<file path="src/rtl/switch_adder_pkg.sv">
// Shared constants for the switch adder / accumulator board block.
package switch_adder_pkg;

    localparam logic MODE_ADD = 1'b0;
    localparam logic MODE_ACC = 1'b1;

    typedef enum logic [1:0] {
        RELEASED     = 2'd0,
        PRESS_WAIT   = 2'd1,
        PRESSED      = 2'd2,
        RELEASE_WAIT = 2'd3
    } deb_state_t;

endpackage

</file>
<file path="src/rtl/button_debouncer.sv">
// Push-button debouncer: 2-flop synchroniser, then a counter-qualified FSM
// that emits one pulse per accepted press. level_in is active-high (pressed=1).
//
//   state        | meaning
//   RELEASED     | button accepted as released
//   PRESS_WAIT   | pressed level seen, counting stable samples
//   PRESSED      | button accepted as pressed (pulse already emitted)
//   RELEASE_WAIT | released level seen, counting stable samples
module button_debouncer
    import switch_adder_pkg::*;
#(
    parameter int DEBOUNCE_CYCLES = 50000,
    parameter int CNT_W           = $clog2(DEBOUNCE_CYCLES + 1)
) (
    input  logic       clk,
    input  logic       rst_n,
    input  logic       level_in,
    output logic       pulse_out,
    output deb_state_t state_out
);

    localparam logic [CNT_W-1:0] CNT_LAST = CNT_W'(DEBOUNCE_CYCLES - 1);
    localparam logic [CNT_W-1:0] CNT_ONE  = CNT_W'(1);

    logic             r_sync1;
    logic             r_sync2;
    deb_state_t       r_state;
    logic [CNT_W-1:0] r_cnt;
    logic             r_pulse;

    always_ff @(posedge clk or negedge rst_n) begin
        if (!rst_n) begin
            r_sync1 <= 1'b0;
            r_sync2 <= 1'b0;
        end else begin
            r_sync1 <= level_in;
            r_sync2 <= r_sync1;
        end
    end

    // The sample that enters a WAIT state counts as the first stable one.
    always_ff @(posedge clk or negedge rst_n) begin
        if (!rst_n) begin
            r_state <= RELEASED;
            r_cnt   <= '0;
            r_pulse <= 1'b0;
        end else begin
            r_pulse <= 1'b0;
            case (r_state)
                RELEASED: begin
                    if (r_sync2) begin
                        r_state <= PRESS_WAIT;
                        r_cnt   <= CNT_ONE;
                    end
                end
                PRESS_WAIT: begin
                    if (!r_sync2) begin
                        r_state <= RELEASED;
                        r_cnt   <= '0;
                    end else if (r_cnt == CNT_LAST) begin
                        r_state <= PRESSED;
                        r_cnt   <= '0;
                        r_pulse <= 1'b1;
                    end else begin
                        r_cnt <= r_cnt + CNT_ONE;
                    end
                end
                PRESSED: begin
                    if (!r_sync2) begin
                        r_state <= RELEASE_WAIT;
                        r_cnt   <= CNT_ONE;
                    end
                end
                RELEASE_WAIT: begin
                    if (r_sync2) begin
                        r_state <= PRESSED;
                        r_cnt   <= '0;
                    end else if (r_cnt == CNT_LAST) begin
                        r_state <= RELEASED;
                        r_cnt   <= '0;
                    end else begin
                        r_cnt <= r_cnt + CNT_ONE;
                    end
                end
                default: begin
                    r_state <= RELEASED;
                    r_cnt   <= '0;
                end
            endcase
        end
    end

    assign pulse_out = r_pulse;
    assign state_out = r_state;

endmodule

</file>
<file path="src/rtl/switch_adder_acc.sv">
// Board top: switch adder (ADD mode) and button-driven wrapping accumulator
// with sticky overflow (ACC mode), shown on registered LEDs.
module switch_adder_acc
    import switch_adder_pkg::*;
#(
    parameter int WIDTH           = 4,
    parameter int DEBOUNCE_CYCLES = 50000,
    parameter int CNT_W           = $clog2(DEBOUNCE_CYCLES + 1)
) (
    input  logic             clk,
    input  logic             rst_n,
    input  logic [WIDTH-1:0] switch_a,
    input  logic [WIDTH-1:0] switch_b,
    input  logic             switch_cin,
    input  logic             switch_mode,
    input  logic             button_add_n,
    input  logic             button_clr_n,
    output logic [WIDTH-1:0] led_sum,
    output logic             led_carry,
    output logic             led_mode
);

    logic [WIDTH-1:0] r_a_s1, r_a_s2, r_b_s1, r_b_s2;
    logic             r_cin_s1, r_cin_s2, r_mode_s1, r_mode_s2;
    logic [WIDTH-1:0] r_acc;
    logic             r_ovf;
    logic [WIDTH-1:0] r_led_sum;
    logic             r_led_carry;
    logic             r_led_mode;

    logic             w_add_pulse;
    logic             w_clr_pulse;
    deb_state_t       w_unused_add_state;
    deb_state_t       w_unused_clr_state;
    logic [WIDTH:0]   w_add_full;
    logic [WIDTH:0]   w_acc_full;
    logic [WIDTH-1:0] w_acc_next;
    logic             w_ovf_next;

    always_ff @(posedge clk or negedge rst_n) begin
        if (!rst_n) begin
            r_a_s1    <= '0;
            r_a_s2    <= '0;
            r_b_s1    <= '0;
            r_b_s2    <= '0;
            r_cin_s1  <= 1'b0;
            r_cin_s2  <= 1'b0;
            r_mode_s1 <= 1'b0;
            r_mode_s2 <= 1'b0;
        end else begin
            r_a_s1    <= switch_a;
            r_a_s2    <= r_a_s1;
            r_b_s1    <= switch_b;
            r_b_s2    <= r_b_s1;
            r_cin_s1  <= switch_cin;
            r_cin_s2  <= r_cin_s1;
            r_mode_s1 <= switch_mode;
            r_mode_s2 <= r_mode_s1;
        end
    end

    button_debouncer #(
        .DEBOUNCE_CYCLES(DEBOUNCE_CYCLES),
        .CNT_W          (CNT_W)
    ) u_deb_add (
        .clk      (clk),
        .rst_n    (rst_n),
        .level_in (~button_add_n),
        .pulse_out(w_add_pulse),
        .state_out(w_unused_add_state)
    );

    button_debouncer #(
        .DEBOUNCE_CYCLES(DEBOUNCE_CYCLES),
        .CNT_W          (CNT_W)
    ) u_deb_clr (
        .clk      (clk),
        .rst_n    (rst_n),
        .level_in (~button_clr_n),
        .pulse_out(w_clr_pulse),
        .state_out(w_unused_clr_state)
    );

    assign w_add_full = {1'b0, r_a_s2} + {1'b0, r_b_s2} + (WIDTH+1)'(r_cin_s2);
    assign w_acc_full = {1'b0, r_acc} + {1'b0, r_a_s2} + (WIDTH+1)'(r_cin_s2);

    // Mode decisions use the value being loaded into led_mode this edge, so a
    // pulse coinciding with a mode change is handled under the new mode.
    always_comb begin
        w_acc_next = r_acc;
        w_ovf_next = r_ovf;
        if (w_clr_pulse) begin
            w_acc_next = '0;
            w_ovf_next = 1'b0;
        end else if (w_add_pulse && (r_mode_s2 == MODE_ACC)) begin
            w_acc_next = w_acc_full[WIDTH-1:0];
            w_ovf_next = r_ovf | w_acc_full[WIDTH];
        end
    end

    always_ff @(posedge clk or negedge rst_n) begin
        if (!rst_n) begin
            r_acc       <= '0;
            r_ovf       <= 1'b0;
            r_led_sum   <= '0;
            r_led_carry <= 1'b0;
            r_led_mode  <= 1'b0;
        end else begin
            r_acc      <= w_acc_next;
            r_ovf      <= w_ovf_next;
            r_led_mode <= r_mode_s2;
            if (r_mode_s2 == MODE_ADD) begin
                r_led_sum   <= w_add_full[WIDTH-1:0];
                r_led_carry <= w_add_full[WIDTH];
            end else begin
                r_led_sum   <= w_acc_next;
                r_led_carry <= w_ovf_next;
            end
        end
    end

    assign led_sum   = r_led_sum;
    assign led_carry = r_led_carry;
    assign led_mode  = r_led_mode;

endmodule
</file>
<file path="config.mk">
export PLATFORM = sky130hd
export DESIGN_NAME = switch_adder_acc
export DESIGN_NICKNAME = d
export VERILOG_FILES = /design/src/rtl/switch_adder_pkg.sv /design/src/rtl/button_debouncer.sv /design/src/rtl/switch_adder_acc.sv
export SDC_FILE = /design/constraint.sdc
export NUM_CORES = 1
export LEC_CHECK = 0
export ABC_CLOCK_PERIOD_IN_PS = 5400
export CORE_MARGIN = 1
export CORE_UTILIZATION = 57
export DETAILED_ROUTE_END_ITERATION = 16
export PLACE_DENSITY = 0.77
export SYNTH_ARGS = -nofsm -noshare
export SYNTH_HDL_FRONTEND = slang
export SYNTH_HIERARCHICAL = 1
export SYNTH_SLANG_ARGS = --single-unit
export TNS_END_PERCENT = 50
</file>
<file path="constraint.sdc">
create_clock -name clk -period 5.4 [get_ports clk]
set_clock_uncertainty 0.2 [all_clocks]
set_input_delay 1.08 -clock clk [delete_from_list [all_inputs] [get_ports clk]]
set_output_delay 1.08 -clock clk [all_outputs]
set_load 0.1 [all_outputs]
</file>
After elaboration in Yosys (flattened, before gate mapping)
Index checks and enable logic that the tools add are counted.
{"block": "totals", "wordCells": 93, "reg_bits": 73}
{"block": "classes", "bitwise": 3, "n_addsub": 6, "n_mux": 38, "n_eq_ne": 16, "n_reduce_logical": 7}
{"op": "16-bit two-way mux", "count": 10}
{"op": "16-bit case mux with 4 select lines", "count": 2}
{"op": "16-bit by 1-bit adder with 16-bit output, second input constant", "count": 2}
{"op": "16-bit == test, second input constant", "count": 2}
{"op": "2-bit two-way mux", "count": 12}
{"op": "2-bit case mux with 4 select lines", "count": 2}
{"op": "4-bit two-way mux", "count": 3}
{"op": "4-bit by 4-bit adder with 5-bit output", "count": 2}
{"op": "5-bit by 1-bit adder with 5-bit output", "count": 2}
{"op": "1-bit two-way mux", "count": 9}
{"op": "2-bit == test, second input constant", "count": 4}
{"op": "4-bit AND reduction", "count": 2}
{"op": "3-bit by 1-bit != test with 1-bit output, second input constant", "count": 2}
{"op": "3-bit != test, second input constant", "count": 2}
{"op": "2-bit by 1-bit == test with 1-bit output, second input constant", "count": 2}
{"op": "2-bit zero test", "count": 2}
{"op": "2-bit by 1-bit != test with 1-bit output, second input constant", "count": 2}
{"op": "2-bit != test, second input constant", "count": 2}
{"op": "2-bit AND reduction", "count": 2}
{"op": "1-bit NOT", "count": 2}
{"op": "1-bit logical AND", "count": 1}
{"op": "1-bit bitwise OR", "count": 1}

Longest topological paths before layout
{"block": "logic_depth", "word_depth": 6, "ltp_mapped": 7}

Cells and area by module
Netlist, hierarchy kept.
{"mod": "button_debouncer", "instances": 2, "area_per_inst_um2": 1087.3, "seq_area_each_um2": 525.5, "cells_each": 104}
{"mod": "switch_adder_acc", "instances": 1, "area_per_inst_um2": 1286.2, "seq_area_each_um2": 775.7, "cells_each": 101}

Least setup slack after synthesis
No wires, ideal clock.
{"block": "synth_timing", "path_type": "register to output", "from": "register r_led_carry, in the netlist led_carry", "to": "output port led_carry", "n_path_buf": 0, "path_stages_with_launch": 1, "path_slack_ns": 3.237, "arrival_ns": 0.883, "cell_sequence": "dfrtp_1"}
{"item": "from (decl)", "line": "switch_adder_acc.sv:28", "rtl": "logic r_led_carry;"}
{"item": "from (signal assigned)", "line": "switch_adder_acc.sv:114", "rtl": "r_led_carry <= w_add_full[WIDTH];"}
{"item": "from (signal assigned)", "line": "switch_adder_acc.sv:117", "rtl": "r_led_carry <= w_ovf_next;"}
{"item": "to (decl)", "line": "switch_adder_acc.sv:19", "rtl": "output logic led_carry,"}
No word-level cell between the ends.

Worst setup path after layout
{"block": "layout_timing", "from": "register r_led_sum[3], in the netlist led_sum[3]", "to": "output port led_sum[3]"}
{"item": "from (decl)", "line": "switch_adder_acc.sv:27", "rtl": "logic [WIDTH-1:0] r_led_sum;"}
{"item": "from (signal assigned)", "line": "switch_adder_acc.sv:113", "rtl": "r_led_sum <= w_add_full[WIDTH-1:0];"}
{"item": "from (signal assigned)", "line": "switch_adder_acc.sv:116", "rtl": "r_led_sum <= w_acc_next;"}
{"item": "to (decl)", "line": "switch_adder_acc.sv:18", "rtl": "output logic [WIDTH-1:0] led_sum,"}
No word-level cell between the ends.

==> impl_results.md <==
- Overall Power: 1120 µW
- Largest net degree at the start of global routing: 42
- Outcome: complete, no violations
- Final min period: 3090 ps
- Async SR Flop Fraction: 100%
- Setup TNS: 0 ps
- Sequential area share after synthesis: 52.8%
- Crit-path max FO: 1
- Via count: 2,401
- Buf/Inv on CP: 1
- CTS tree: built
- Synth top cells by count: dfrtp_1 (73), a21oi_1 (21), inv_1 (21)
- Fmax: 324 MHz
- CTS root buf: clkbuf_8
- Layout area overhead: 12.3%
- CP cell instances: clkdlybuf4s50_1
- Die H: 79.9 µm
- Setup ws final: 2310 ps
- Number of library cell types mapped by synthesis: 51
- First-pass GRT wire length: 11.0 mm
- Die width: 79.9 µm
- Synth Register Bits: 73
- Most frequent cell after synthesis: dfrtp_1
- Area leader, netlist: dfrtp_1
- DP Area: 3680 µm²
- H-tree depth: 3
- Dpl ws: 2690 ps
- Post-DRT Antenna Nets: 0
- Vias per cell: 5.87
- Final Net Count: 355
- Cell Pwr Density: 289 nW/µm²
- DRT iter0 DRCs: 132
- Buffers on Ports: 19
- Worst r2r src: u_deb_add/r_cnt[10]
- Inserted Clock Buffers: 9
- Share of layout cells above drive strength 1: 11.1%
- Clock sinks: 73
- DRC viols: 0
- Critical path endpoint category: output pin
- Slowest CP cell: clkdlybuf4s50_1
- Cell Area, Synth: 3460 µm²
- I/O Pins: 20
- CP top delay family: buffers and inverters
- Post-Synthesis Cells: 309
- Die area: 6390 µm²
- Cts hold-fix bufs: 0
- Final hold slack: 148 ps
- Grt ovf: 0
- Starting Density: 58.8%
- Top FF cell, synth: dfrtp_1
- Max-slew headroom: 35.5%
- Peak VDD IR: 0.201 mV
- RSZ-0062 raised after global routing: no
- Crit path arrival time: 1810 ps
- Post-DP HPWL: 4.21 mm
- Synthesis Warnings: 6
- Hold Crit Class: flop to flop
- Rows: 28
- Worst path required time: 4120 ps
- Pre-Repair DR Iteration Count: 5
- WL/cell: 15.4 µm
- Finished Cell Area: 3880 µm²
- Top cells by area, synth: dfrtp_1 (53%), a21oi_1 (3.0%), ha_1 (2.9%)
- Post-synth top area share: 52.8%
- Largest stage delay on the critical path: 1130 ps
- Critical path origin: led_sum[3]
- Final setup viols: 0
- Worst slew pin tran: 965 ps
- Critical Path Start Type: flop
- CP Class: flop to output pin
- Total GRT Usage: 22.7%
- Worst-skew pair later-pin latency: 340 ps
- Final WL: 6.29 mm
- CTS clk-pin slew, worst paths: 80 ps
- Final Max Tran Viols: 0
- Leakage: 0.00160 µW
- Largest buffer count on any clock path: 2
- Post-cts sizing count: 0
- Max-cap violations: 0
- Syn_nets: 335
- Vias in the first global route: 2,384
- Post-synth EDFFs: 0
- Mean post-synth cell area: 11.2 µm²
- Initial antenna violation count: 0
- Diodes inserted: 0
- Placer Congestion: 0.786
- Hold_sp: r_cin_s1
- Post-CTS setup repair buffer count: 0
- Fin. Hold Viols: 0
- Placeable core area: 5890 µm²
- Final Cycle Share: 57.1%
==> flip-flops by register name (all words and copies together) (netlist names), 4 cells and up, named ones only <==
name             count
r_acc                4
u_deb_clr/r_cnt     16
r_a_s2               4
led_sum              4
r_b_s2               4
r_a_s1               4
u_deb_add/r_cnt     16
r_b_s1               4
==> cells by family (layout without fill, tap and decap cells) <==
logic type	count (synthesis)	in the layout	share of synthesized area, %
compound gates	74	74	14.9
xor+xnor	13	13	4.37
flops	73	73	52.8
buf+inv	32	57	4.16
mux	4	4	1.37
simple gates	101	101	17.2
fa+ha+maj	12	12	5.21
==> per-layer routing <==
layer	track usage [%]	wire length [µm]	vias up
met3	5.14	203	11
met2	37.1	3070	45
li1	-	-	1168
met4	10.7	122	0
met5	0	0	-
met1	28.6	2900	1177
==> through the flow <==
stage	utilization (%)	instances
final	66.0	409
after global routing	66.0	409
after CTS	66.0	409
after detailed placement	62.6	393
after global placement	62.6	393
after floorplan	-	309
==> placed cells by master, fill, tap and decap left out, drive strengths merged, types with 3 or more instances in the layout <==
cell	synthesis	layout
o211ai	4	4
or4	12	12
and2	5	5
ha	8	8
nand2b	3	3
fa	4	4
a21oi	22	22
nand2	16	16
dfrtp	73	73
clkdlybuf4s50	0	18
nor4bb	4	4
or3	3	3
o31ai	12	12
clkbuf	2	9
nor2b	4	4
mux2	3	3
and4	4	4
xor2	11	11
nand3	7	7
nor4b	4	4
a31oi	4	4
nor2	19	19
o21ai	14	14
clkinvlp	0	3
inv	21	23
and3	6	6
nand4	6	6
==> final timing paths <==
check                                 endpoint  slack [ps]  cells after the start
max                                 led_sum[3]        2310                      1
min                                   r_cin_s2         150                      0
max reg2reg                 u_deb_add/r_cnt[9]        3070                      4
min reg2reg                           r_cin_s2         150                      0
max in group asynchronous  u_deb_add/r_cnt[15]        3440                      2
min in group asynchronous             r_acc[3]         580                      1
==> final cells by class <==
type                    count  area (µm²)
repair buffers             20         193
fillers                   447        2000
well taps                  75        93.8
clock inverters             7        78.8
clock buffers               9         124
multi-input cells         204        1490
inverters                  21        78.8
flip-flops and latches     73        1830
==> report_power, final <==
group	leakage [µW]	switching [µW]	internal, µW	total [µW]
clock network	0.0000925	217	217	434
registers	0.000946	15.6	565	580
logic	0.000561	72.7	37.6	110
Power figures use the tool's default switching activity.
